## src/rtl/clock_pkg.sv

```systemverilog
// Shared types and constants for the time-of-day clock and its set controller.
// Latency: n/a (declarations only).
// Backpressure: n/a (declarations only).
package clock_pkg;

    // The enum encoding doubles as the edit_field value seen by the display.
    typedef enum logic [1:0] {
        RUN   = 2'd0,
        SET_H = 2'd1,
        SET_M = 2'd2,
        SET_S = 2'd3
    } state_t;

    localparam int unsigned SEC_MAX = 59;
    localparam int unsigned MIN_MAX = 59;

    localparam int unsigned HOUR_W = 5;
    localparam int unsigned MIN_W  = 6;
    localparam int unsigned SEC_W  = 6;

    // Mode button walks RUN -> SET_H -> SET_M -> SET_S -> RUN.
    function automatic state_t next_mode(input state_t cur);
        state_t nxt;
        case (cur)
            RUN:     nxt = SET_H;
            SET_H:   nxt = SET_M;
            SET_M:   nxt = SET_S;
            default: nxt = RUN;
        endcase
        return nxt;
    endfunction

endpackage

```

## src/rtl/wrap_counter.sv

```systemverilog
// Modulo-(MAX+1) up/down counter with carry on the MAX->0 increment.
// Latency: value updates one edge after inc/dec/clr; carry is combinational.
// Backpressure: none; inc and dec together cancel, out-of-range values self-clear.
module wrap_counter #(
    parameter int unsigned WIDTH = 6,
    parameter int unsigned MAX   = 59
) (
    input  logic             regular_clk,
    input  logic             reset,
    input  logic             inc,
    input  logic             dec,
    input  logic             clr,
    output logic [WIDTH-1:0] value,
    output logic             carry
);

    localparam logic [WIDTH-1:0] MAX_V = WIDTH'(MAX);

    logic up;
    logic down;
    logic out_of_range;

    assign up           = inc & ~dec;
    assign down         = dec & ~inc;
    assign out_of_range = (value > MAX_V);
    // Carry only on a genuine wrap, not when the field is being cleared or repaired.
    assign carry        = up & ~clr & ~out_of_range & (value == MAX_V);

    // Counter register: repair, clear, then wrap in either direction.
    always_ff @(posedge regular_clk or posedge reset) begin
        if (reset) begin
            value <= '0;
        end else if (out_of_range || clr) begin
            value <= '0;
        end else if (up) begin
            value <= (value == MAX_V) ? '0 : value + WIDTH'(1);
        end else if (down) begin
            value <= (value == '0) ? MAX_V : value - WIDTH'(1);
        end
    end

endmodule

```

## src/rtl/time_set_controller.sv

```systemverilog
// hh:mm:ss time-of-day keeper with a mode FSM for editing hours/minutes/seconds.
// Latency: all outputs registered; a pulse sampled on edge N is visible after edge N.
// Backpressure: none; every pulse is consumed the cycle it arrives. Optional macro TIME_SET_TIMEOUT_EN adds edit auto-exit.
module time_set_controller
    import clock_pkg::*;
#(
    parameter int unsigned TIMEOUT_SECS = 10,
    parameter int unsigned HOUR_MAX     = 23
) (
    input  logic              regular_clk,
    input  logic              reset,
    input  logic              sec_tick,
    input  logic              mode_pulse,
    input  logic              inc_pulse,
    input  logic              dec_pulse,
    output logic [HOUR_W-1:0] hours,
    output logic [MIN_W-1:0]  minutes,
    output logic [SEC_W-1:0]  seconds,
    output logic [1:0]        edit_field,
    output logic              day_wrap
);

    state_t state;
    state_t state_next;

    logic run;
    logic edit_inc;
    logic edit_dec;
    logic timeout_hit;

    logic sec_inc, sec_dec, sec_carry;
    logic min_inc, min_dec, min_carry;
    logic hr_inc,  hr_dec,  hr_carry;

    assign run = (state == RUN);

    // A mode press in the same cycle swallows any inc/dec press.
    assign edit_inc = inc_pulse & ~mode_pulse;
    assign edit_dec = dec_pulse & ~mode_pulse;

    // In RUN the fields chain via carries; in SET only the selected field moves.
    assign sec_inc = run ? sec_tick  : ((state == SET_S) & edit_inc);
    assign min_inc = run ? sec_carry : ((state == SET_M) & edit_inc);
    assign hr_inc  = run ? min_carry : ((state == SET_H) & edit_inc);
    assign sec_dec = (state == SET_S) & edit_dec;
    assign min_dec = (state == SET_M) & edit_dec;
    assign hr_dec  = (state == SET_H) & edit_dec;

    wrap_counter #(.WIDTH(SEC_W), .MAX(SEC_MAX)) u_sec (
        .regular_clk (regular_clk),
        .reset       (reset),
        .inc         (sec_inc),
        .dec         (sec_dec),
        .clr         (1'b0),
        .value       (seconds),
        .carry       (sec_carry)
    );

    wrap_counter #(.WIDTH(MIN_W), .MAX(MIN_MAX)) u_min (
        .regular_clk (regular_clk),
        .reset       (reset),
        .inc         (min_inc),
        .dec         (min_dec),
        .clr         (1'b0),
        .value       (minutes),
        .carry       (min_carry)
    );

    wrap_counter #(.WIDTH(HOUR_W), .MAX(HOUR_MAX)) u_hr (
        .regular_clk (regular_clk),
        .reset       (reset),
        .inc         (hr_inc),
        .dec         (hr_dec),
        .clr         (1'b0),
        .value       (hours),
        .carry       (hr_carry)
    );

`ifdef TIME_SET_TIMEOUT_EN
    localparam logic [5:0] TIMEOUT_LAST = 6'(TIMEOUT_SECS - 1);

    logic [5:0] idle_cnt;
    logic       any_pulse;

    assign any_pulse   = mode_pulse | inc_pulse | dec_pulse;
    // Fire on the tick that would bring the idle count up to TIMEOUT_SECS.
    assign timeout_hit = ~run & sec_tick & ~any_pulse & (idle_cnt == TIMEOUT_LAST);

    // Idle seconds while editing; held at zero in RUN and restarted by any press.
    always_ff @(posedge regular_clk or posedge reset) begin
        if (reset) begin
            idle_cnt <= '0;
        end else if (run || any_pulse || timeout_hit) begin
            idle_cnt <= '0;
        end else if (sec_tick) begin
            idle_cnt <= idle_cnt + 6'd1;
        end
    end
`else
    logic unused_timeout_cfg;

    assign timeout_hit        = 1'b0;
    assign unused_timeout_cfg = |6'(TIMEOUT_SECS);
`endif

    // Mode FSM next state: mode press steps the field, timeout drops back to RUN.
    always_comb begin
        state_next = state;
        if (mode_pulse) begin
            state_next = next_mode(state);
        end else if (timeout_hit) begin
            state_next = RUN;
        end
    end

    // Mode FSM state register.
    always_ff @(posedge regular_clk or posedge reset) begin
        if (reset) begin
            state <= RUN;
        end else begin
            state <= state_next;
        end
    end

    // Day rollover pulse: only the hours carry from a running clock marks midnight.
    always_ff @(posedge regular_clk or posedge reset) begin
        if (reset) begin
            day_wrap <= 1'b0;
        end else begin
            day_wrap <= run & hr_carry;
        end
    end

    assign edit_field = state;

endmodule
```

## config.mk

```make
export PLATFORM = sky130hd
export DESIGN_NAME = time_set_controller
export DESIGN_NICKNAME = d
export VERILOG_FILES = /design/src/rtl/clock_pkg.sv /design/src/rtl/wrap_counter.sv /design/src/rtl/time_set_controller.sv
export SDC_FILE = /design/constraint.sdc
export NUM_CORES = 1
export LEC_CHECK = 0
export CORE_MARGIN = 10
export CORE_UTILIZATION = 45
export CTS_CLUSTER_DIAMETER = 50
export DETAILED_ROUTE_END_ITERATION = 7
export GPL_TIMING_DRIVEN = 0
export PLACE_DENSITY = 0.67
export SKIP_LAST_GASP = 1
export SYNTH_ARGS = -nofsm -noshare
export SYNTH_HDL_FRONTEND = slang
export SYNTH_SLANG_ARGS = --single-unit
```

## constraint.sdc

```tcl
create_clock -name regular_clk -period 2.3 [get_ports regular_clk]
set_input_delay 0.23 -clock regular_clk [delete_from_list [all_inputs] [get_ports regular_clk]]
set_output_delay 0.23 -clock regular_clk [all_outputs]
set_load 0.05 [all_outputs]
```

Yosys cells after proc, flatten, opt, wreduce, memory -nomap -nowiden
Index checks and enable logic that the tools add are counted.
{"block": "word_totals", "input_bits": 6, "word_cells": 77, "regBits": 20, "out_inout_bits": 20}
{"block": "op_classes", "bitwise_logic": 31, "mux": 19, "add_sub_neg": 6, "reduce_logical": 7, "magnitude_cmp": 3, "n_eq_ne": 6}
{"cell": "6-bit two-way mux", "count": 10}
{"cell": "5-bit two-way mux", "count": 5}
{"cell": "1-bit bitwise AND", "count": 21}
{"cell": "6-bit by 1-bit adder with 6-bit output (second input constant)", "count": 2}
{"cell": "6-bit == test (second input constant)", "count": 2}
{"cell": "6-bit greater-than comparator (second input constant)", "count": 2}
{"cell": "6-bit zero test", "count": 2}
{"cell": "6-bit by 1-bit subtractor with 6-bit output (second input constant)", "count": 2}
{"cell": "1-bit NOT", "count": 10}
{"cell": "3-bit nonzero test", "count": 3}
{"cell": "2-bit one-hot mux with 3 select lines", "count": 1}
{"cell": "5-bit by 1-bit adder with 5-bit output (second input constant)", "count": 1}
{"cell": "5-bit == test (second input constant)", "count": 1}
{"cell": "5-bit greater-than comparator (second input constant)", "count": 1}
{"cell": "5-bit zero test", "count": 1}
{"cell": "5-bit by 1-bit subtractor with 5-bit output (second input constant)", "count": 1}
{"cell": "2-bit == test (second input constant)", "count": 2}
{"cell": "1-bit two-way mux", "count": 3}
{"cell": "2-bit by 1-bit == test with 1-bit output (second input constant)", "count": 1}
{"cell": "2-bit zero test", "count": 1}

Depth between registers and ports, before layout
{"block": "depth", "depth_word": 17, "depth_mapped": 9, "mapped_depth_nobuf": 8}

Modules after synthesis
From an unflattened synthesis, not the netlist that was laid out.
{"block": "hier_totals", "hier_cells": 217, "hier_area_um2": 1805.5}
{"mod": "wrap_counter at u_min ...", "cells_each": 66, "seq_area_each_um2": 150.1, "n_inst": 2, "area_each_um2": 551.8}
{"mod": "wrap_counter at u_hr", "cells_each": 54, "seq_area_each_um2": 125.1, "n_inst": 1, "area_each_um2": 437.9}
{"mod": "time_set_controller", "cells_each": 31, "seq_area_each_um2": 75.1, "n_inst": 1, "area_each_um2": 264.0}

Worst setup path after synthesis
No wires, ideal clock.
{"block": "synth_timing", "path_type": "flip-flop to flip-flop", "start": "register state[0] (netlist: edit_field[0])", "end": "register u_hr.value[2]", "setup_time_ps": 122, "t_required_ps": 2178, "arrival_ps": 2220, "n_path_buf": 2, "stages_incl_launch_ff": 10, "slack_ps": -42, "synth_period_minus_slack_ps": 2342, "path_cell_list": "dfrtp_1 inv_1 ha_1 buf_4 a32o_2 buf_6 a41o_4 a22oi_2 xor2_1 nor2_1"}
{"block": "synth_between", "elab_chain_len": 14, "elab_cells_between_ends": 28, "classes_between": "eq/ne: 3; mux: 5; bitwise: 18; reduce/logical: 2"}
{"element": "from (decl)", "line_no": "time_set_controller.sv:23", "text": "state_t state;"}
{"element": "from (signal assigned)", "line_no": "time_set_controller.sv:121", "text": "state <= state_next;"}
{"element": "2-bit == test", "line_no": "time_set_controller.sv:42, time_set_controller.sv:45"}
{"element": "1-bit bitwise AND (on tied branches)", "line_no": "time_set_controller.sv:42, time_set_controller.sv:45"}
{"element": "1-bit two-way mux or 1-bit NOT (tied branches)", "line_no": "time_set_controller.sv:42, wrap_counter.sv:23"}
{"element": "1-bit bitwise AND", "line_no": "wrap_counter.sv:23", "text": "assign up = inc & ~dec;"}
{"element": "1-bit bitwise AND (2 in a row)", "line_no": "wrap_counter.sv:27", "text": "assign carry = up & ~clr & ~out_of_range & (value == MAX_V);"}
{"element": "1-bit two-way mux", "line_no": "time_set_controller.sv:43", "text": "assign min_inc = run ? sec_carry : ((state == SET_M) & edit_inc);"}
{"element": "1-bit bitwise AND", "line_no": "wrap_counter.sv:23"}
{"element": "1-bit bitwise AND (2 in a row)", "line_no": "wrap_counter.sv:27"}
{"element": "1-bit two-way mux", "line_no": "time_set_controller.sv:44", "text": "assign hr_inc = run ? min_carry : ((state == SET_H) & edit_inc);"}
{"element": "1-bit bitwise AND or 1-bit NOT (tied branches)", "line_no": "wrap_counter.sv:23, wrap_counter.sv:24"}
{"element": "5-bit two-way mux or 1-bit bitwise AND (tied branches)", "line_no": "wrap_counter.sv:35, wrap_counter.sv:24"}
{"element": "5-bit two-way mux or 3-bit nonzero test (tied branches)"}
{"element": "to (signal assigned)", "line_no": "wrap_counter.sv:36", "text": "value <= (value == MAX_V) ? '0 : value + WIDTH'(1);"}
{"element": "to (signal assigned)", "line_no": "wrap_counter.sv:38", "text": "value <= (value == '0) ? MAX_V : value - WIDTH'(1);"}
{"element": "to (decl)", "line_no": "wrap_counter.sv:13", "text": "output logic [WIDTH-1:0] value,"}
Parallel ways exist; a longest one is shown, timed or not.
A chain may end at the register's enable or synchronous reset.

Worst setup path in the final report
Same ends and word-level chain as after synthesis.

==> metrics <==
fin crit period 2.16 ns; vias 1825; CTS H-tree depth 1; f_max 0.462 GHz; I/O pin count 26; area leader, netlist dfrtp_1; commonest cells in the netlist 22 x nand2_1, 22 x nor2_1, 20 x dfrtp_1, 17 x o21ai_0, 14 x a21oi_1; hold crit path type primary input to async pin; buffers plus inverters on the worst setup path 2; Synth warnings 0; clock sink total 20; CP Data Arrival Time 2.31 ns; Synth top area share 0.253; Top Usage Layer GRT met2; routing usage on met2 0.193; layout cell share with drive strength beyond 1 0.139; max-cap viol count 0; DRT Wirelength 4740 um; starting density of the core 0.460; DP HPWL 3570 um; Core Region 0.00429 mm^2; syn_nets 256; WS Path Type flop to flop; die width 86.2 um; Die ar. 0.00744 mm^2; post-CTS setup buffer count 0; Leak 0.980 nW; Avg Inst Size Synth 8.30 um^2; DRC violations left 0; initial drt markers 143; PwrDens 1420 mW/mm^2; Root Driver clkbuf_8; async set or reset register ratio after synthesis 1.00; r2r endpoint u_hr.value[2]$_DFFE_PP0P_; status complete, no violations; Worst-path clk slew 0.08 ns; area added between synthesis and finish 20.2%; final hold violations 0; largest net degree at the start of global routing 21; relative slew slack 0.467; Netlist cell types 60; nets 286; clk_skew 0.00299 ns; critical path, cell by cell inv_1, ha_2, buf_4, and4bb_2, and2_1, a41o_4, a22oi_2, xor2_1, nor2_1; Mapped Area 0.00197 mm^2; Area contributors post-synth dfrtp_1 25%, ha_1 7.6%, o21ai_0 4.3%; Crit. path cell count 9; Crit Path Max Fanout 10; Required @ worst endpoint 2.45 ns; TNS Setup 0 ns; reg2reg setup slack 0.14 ns; Primary FF master, synth dfrtp_1; Tcrit/Tclk final 0.940; vias per cell 5.72; final setup fails 0; number of cell rows 24; CP top delay family simple AND/OR/NAND/NOR gates; GR Overflow Total 0; CTS max path bufs 2; Crit. End Element flop; cts bufs inserted 3; initial antenna violation count 0; First-pass DRT Iterations 4; Worst Tran Pin Value 0.798 ns; Synth Instances 238; Post-synth EDFFs 0; first-pass GRT wire length 8030 um; CTS tree yes; Diodes inserted 0; clk_lat worst skew 0.25 ns; global placer's final weighted congestion 0.867; post-synthesis sequential area ratio 0.253; Die Y-Extent 86.2 um; R2R Path Start edit_field[0]$_DFFE_PP0P_; placed cell areas 0.00229 mm^2; critical path's slowest cell dfrtp_2; worst reg2reg path depth 9; met1 usage in global routing 0.177; Final Instance Area 0.00237 mm^2; DR WL/cell 14.8 um; hold buffer count at cts 0; RSZ-0062 raised after global routing true; post-route ant nets 0; gr usage total 0.127; PortBufs 25; Final Max Tran Viols 0; vias in the first global route 1680; GR Util met3 0.0310; crit path launch type flop; CP peak stage delay 0.44 ns; Worst VDD drop 0.000789 V; Seq cells post-synth 20
==> per-layer routing <==
metal / vias up / share of wire / routed length (um)
li1: 930 / - / -
met1: 849 / 0.47 / 2250
met2: 44 / 0.46 / 2200
met3: 2 / 0.057 / 269
met4: 0 / 0.0049 / 23
met5: - / 0 / 0
==> cell type report <==
class | instances | area (um^2)
timing repair buffer | 25 | 250
inverter | 13 | 48.8
clock buffer | 4 | 55.1
sequential | 20 | 503
tap | 52 | 65.1
buffer | 12 | 86.3
multi-input combinational | 193 | 1370
fill | 422 | 1920
==> worst register-to-register path: cells and delay by family, from the launching register on <==
kind	cells	cell delay (ns)
AND/OR/NAND/NOR	3	0.50
flip-flops	1	0.44
buffers and inverters	2	0.29
adder cells (fa/ha/maj)	1	0.21
AO/OA/AOI/OAI	2	0.45
XOR/XNOR	1	0.16
==> metrics by stage <==
stage	instances	worst slack (ns)	utilization	total power (W)	hold WS (ns)
floorplan	238	0.0121	-	0.00248	0.194
global placement	315	-0.0105	0.534	0.00308	0.561
detailed placement	315	-0.00654	0.534	0.00309	0.564
CTS	319	0.108	0.547	0.00339	0.452
global route	319	-0.00755	0.553	0.00367	0.488
finish	319	0.137	0.553	0.00338	0.423
==> cells by family (layout without fill, tap and decap cells) <==
group | after synthesis | count (layout) | share of synthesized area
simple gates | 103 | 103 | 0.302
compound gates | 69 | 69 | 0.259
buf+inv | 25 | 54 | 0.0672
fa+ha+maj | 12 | 12 | 0.0760
flops | 20 | 20 | 0.253
mux | 3 | 3 | 0.0158
xor+xnor | 6 | 6 | 0.0266
==> placed cells by master, fill, tap and decap left out, types with 2 or more instances in the layout <==
| cell | n |
|---|---|
| dfrtp_1 | 18 |
| nand3_1 | 9 |
| xor2_1 | 3 |
| a31oi_1 | 4 |
| buf_4 | 5 |
| o21a_1 | 2 |
| dfrtp_2 | 2 |
| a211oi_1 | 4 |
| inv_1 | 13 |
| o22ai_1 | 3 |
| buf_2 | 3 |
| a22oi_2 | 2 |
| nor2b_1 | 3 |
| buf_6 | 2 |
| nand4_1 | 5 |
| clkbuf_8 | 4 |
| xnor2_1 | 3 |
| and3_1 | 5 |
| nand2b_1 | 6 |
| o211ai_1 | 2 |
| nand2_1 | 22 |
| and2_1 | 6 |
| nor2_1 | 22 |
| nand3b_1 | 4 |
| nor3_1 | 9 |
| ha_1 | 11 |
| a21oi_1 | 14 |
| clkdlybuf4s50_1 | 25 |
| mux2i_1 | 2 |
| o21ai_0 | 17 |
==> worst max-delay path by stage <==
stage                                     from                         end  slack, ns
finish               edit_field[0]$_DFFE_PP0P_   u_hr.value[2]$_DFFE_PP0P_       0.14
global route        u_min.value[1]$_DFFE_PP0P_   u_hr.value[1]$_DFFE_PP0P_     -0.008
CTS                  edit_field[0]$_DFFE_PP0P_   u_hr.value[2]$_DFFE_PP0P_       0.11
detailed placement                  mode_pulse  u_min.value[0]$_DFFE_PP0P_     -0.007
global placement                     dec_pulse  u_min.value[0]$_DFFE_PP0P_      -0.01
floorplan           u_min.value[1]$_DFFE_PP0P_   u_hr.value[1]$_DFFE_PP0P_       0.01
==> power breakdown <==
part	switching (W)	internal (W)	total, W
Sequential	0.000203	0.000511	0.000714
Combinational	0.00150	0.000894	0.00240
Clock	0.000117	0.000152	0.000269
Total	0.00182	0.00156	0.00338
==> timing repair <==
item | CTS | global route
endpoints found under the setup margin | 0 | 6
resized for setup | 0 | 5
endpoints found under the hold margin | 0 | 0
==> flip-flops by register name, indices dropped and copies added, names as in the netlist <==
register     flops
u_hr.value       5
day_wrap         1
edit_field       2
u_sec.value      6
u_min.value      6
(Power assumes the default switching activity.)
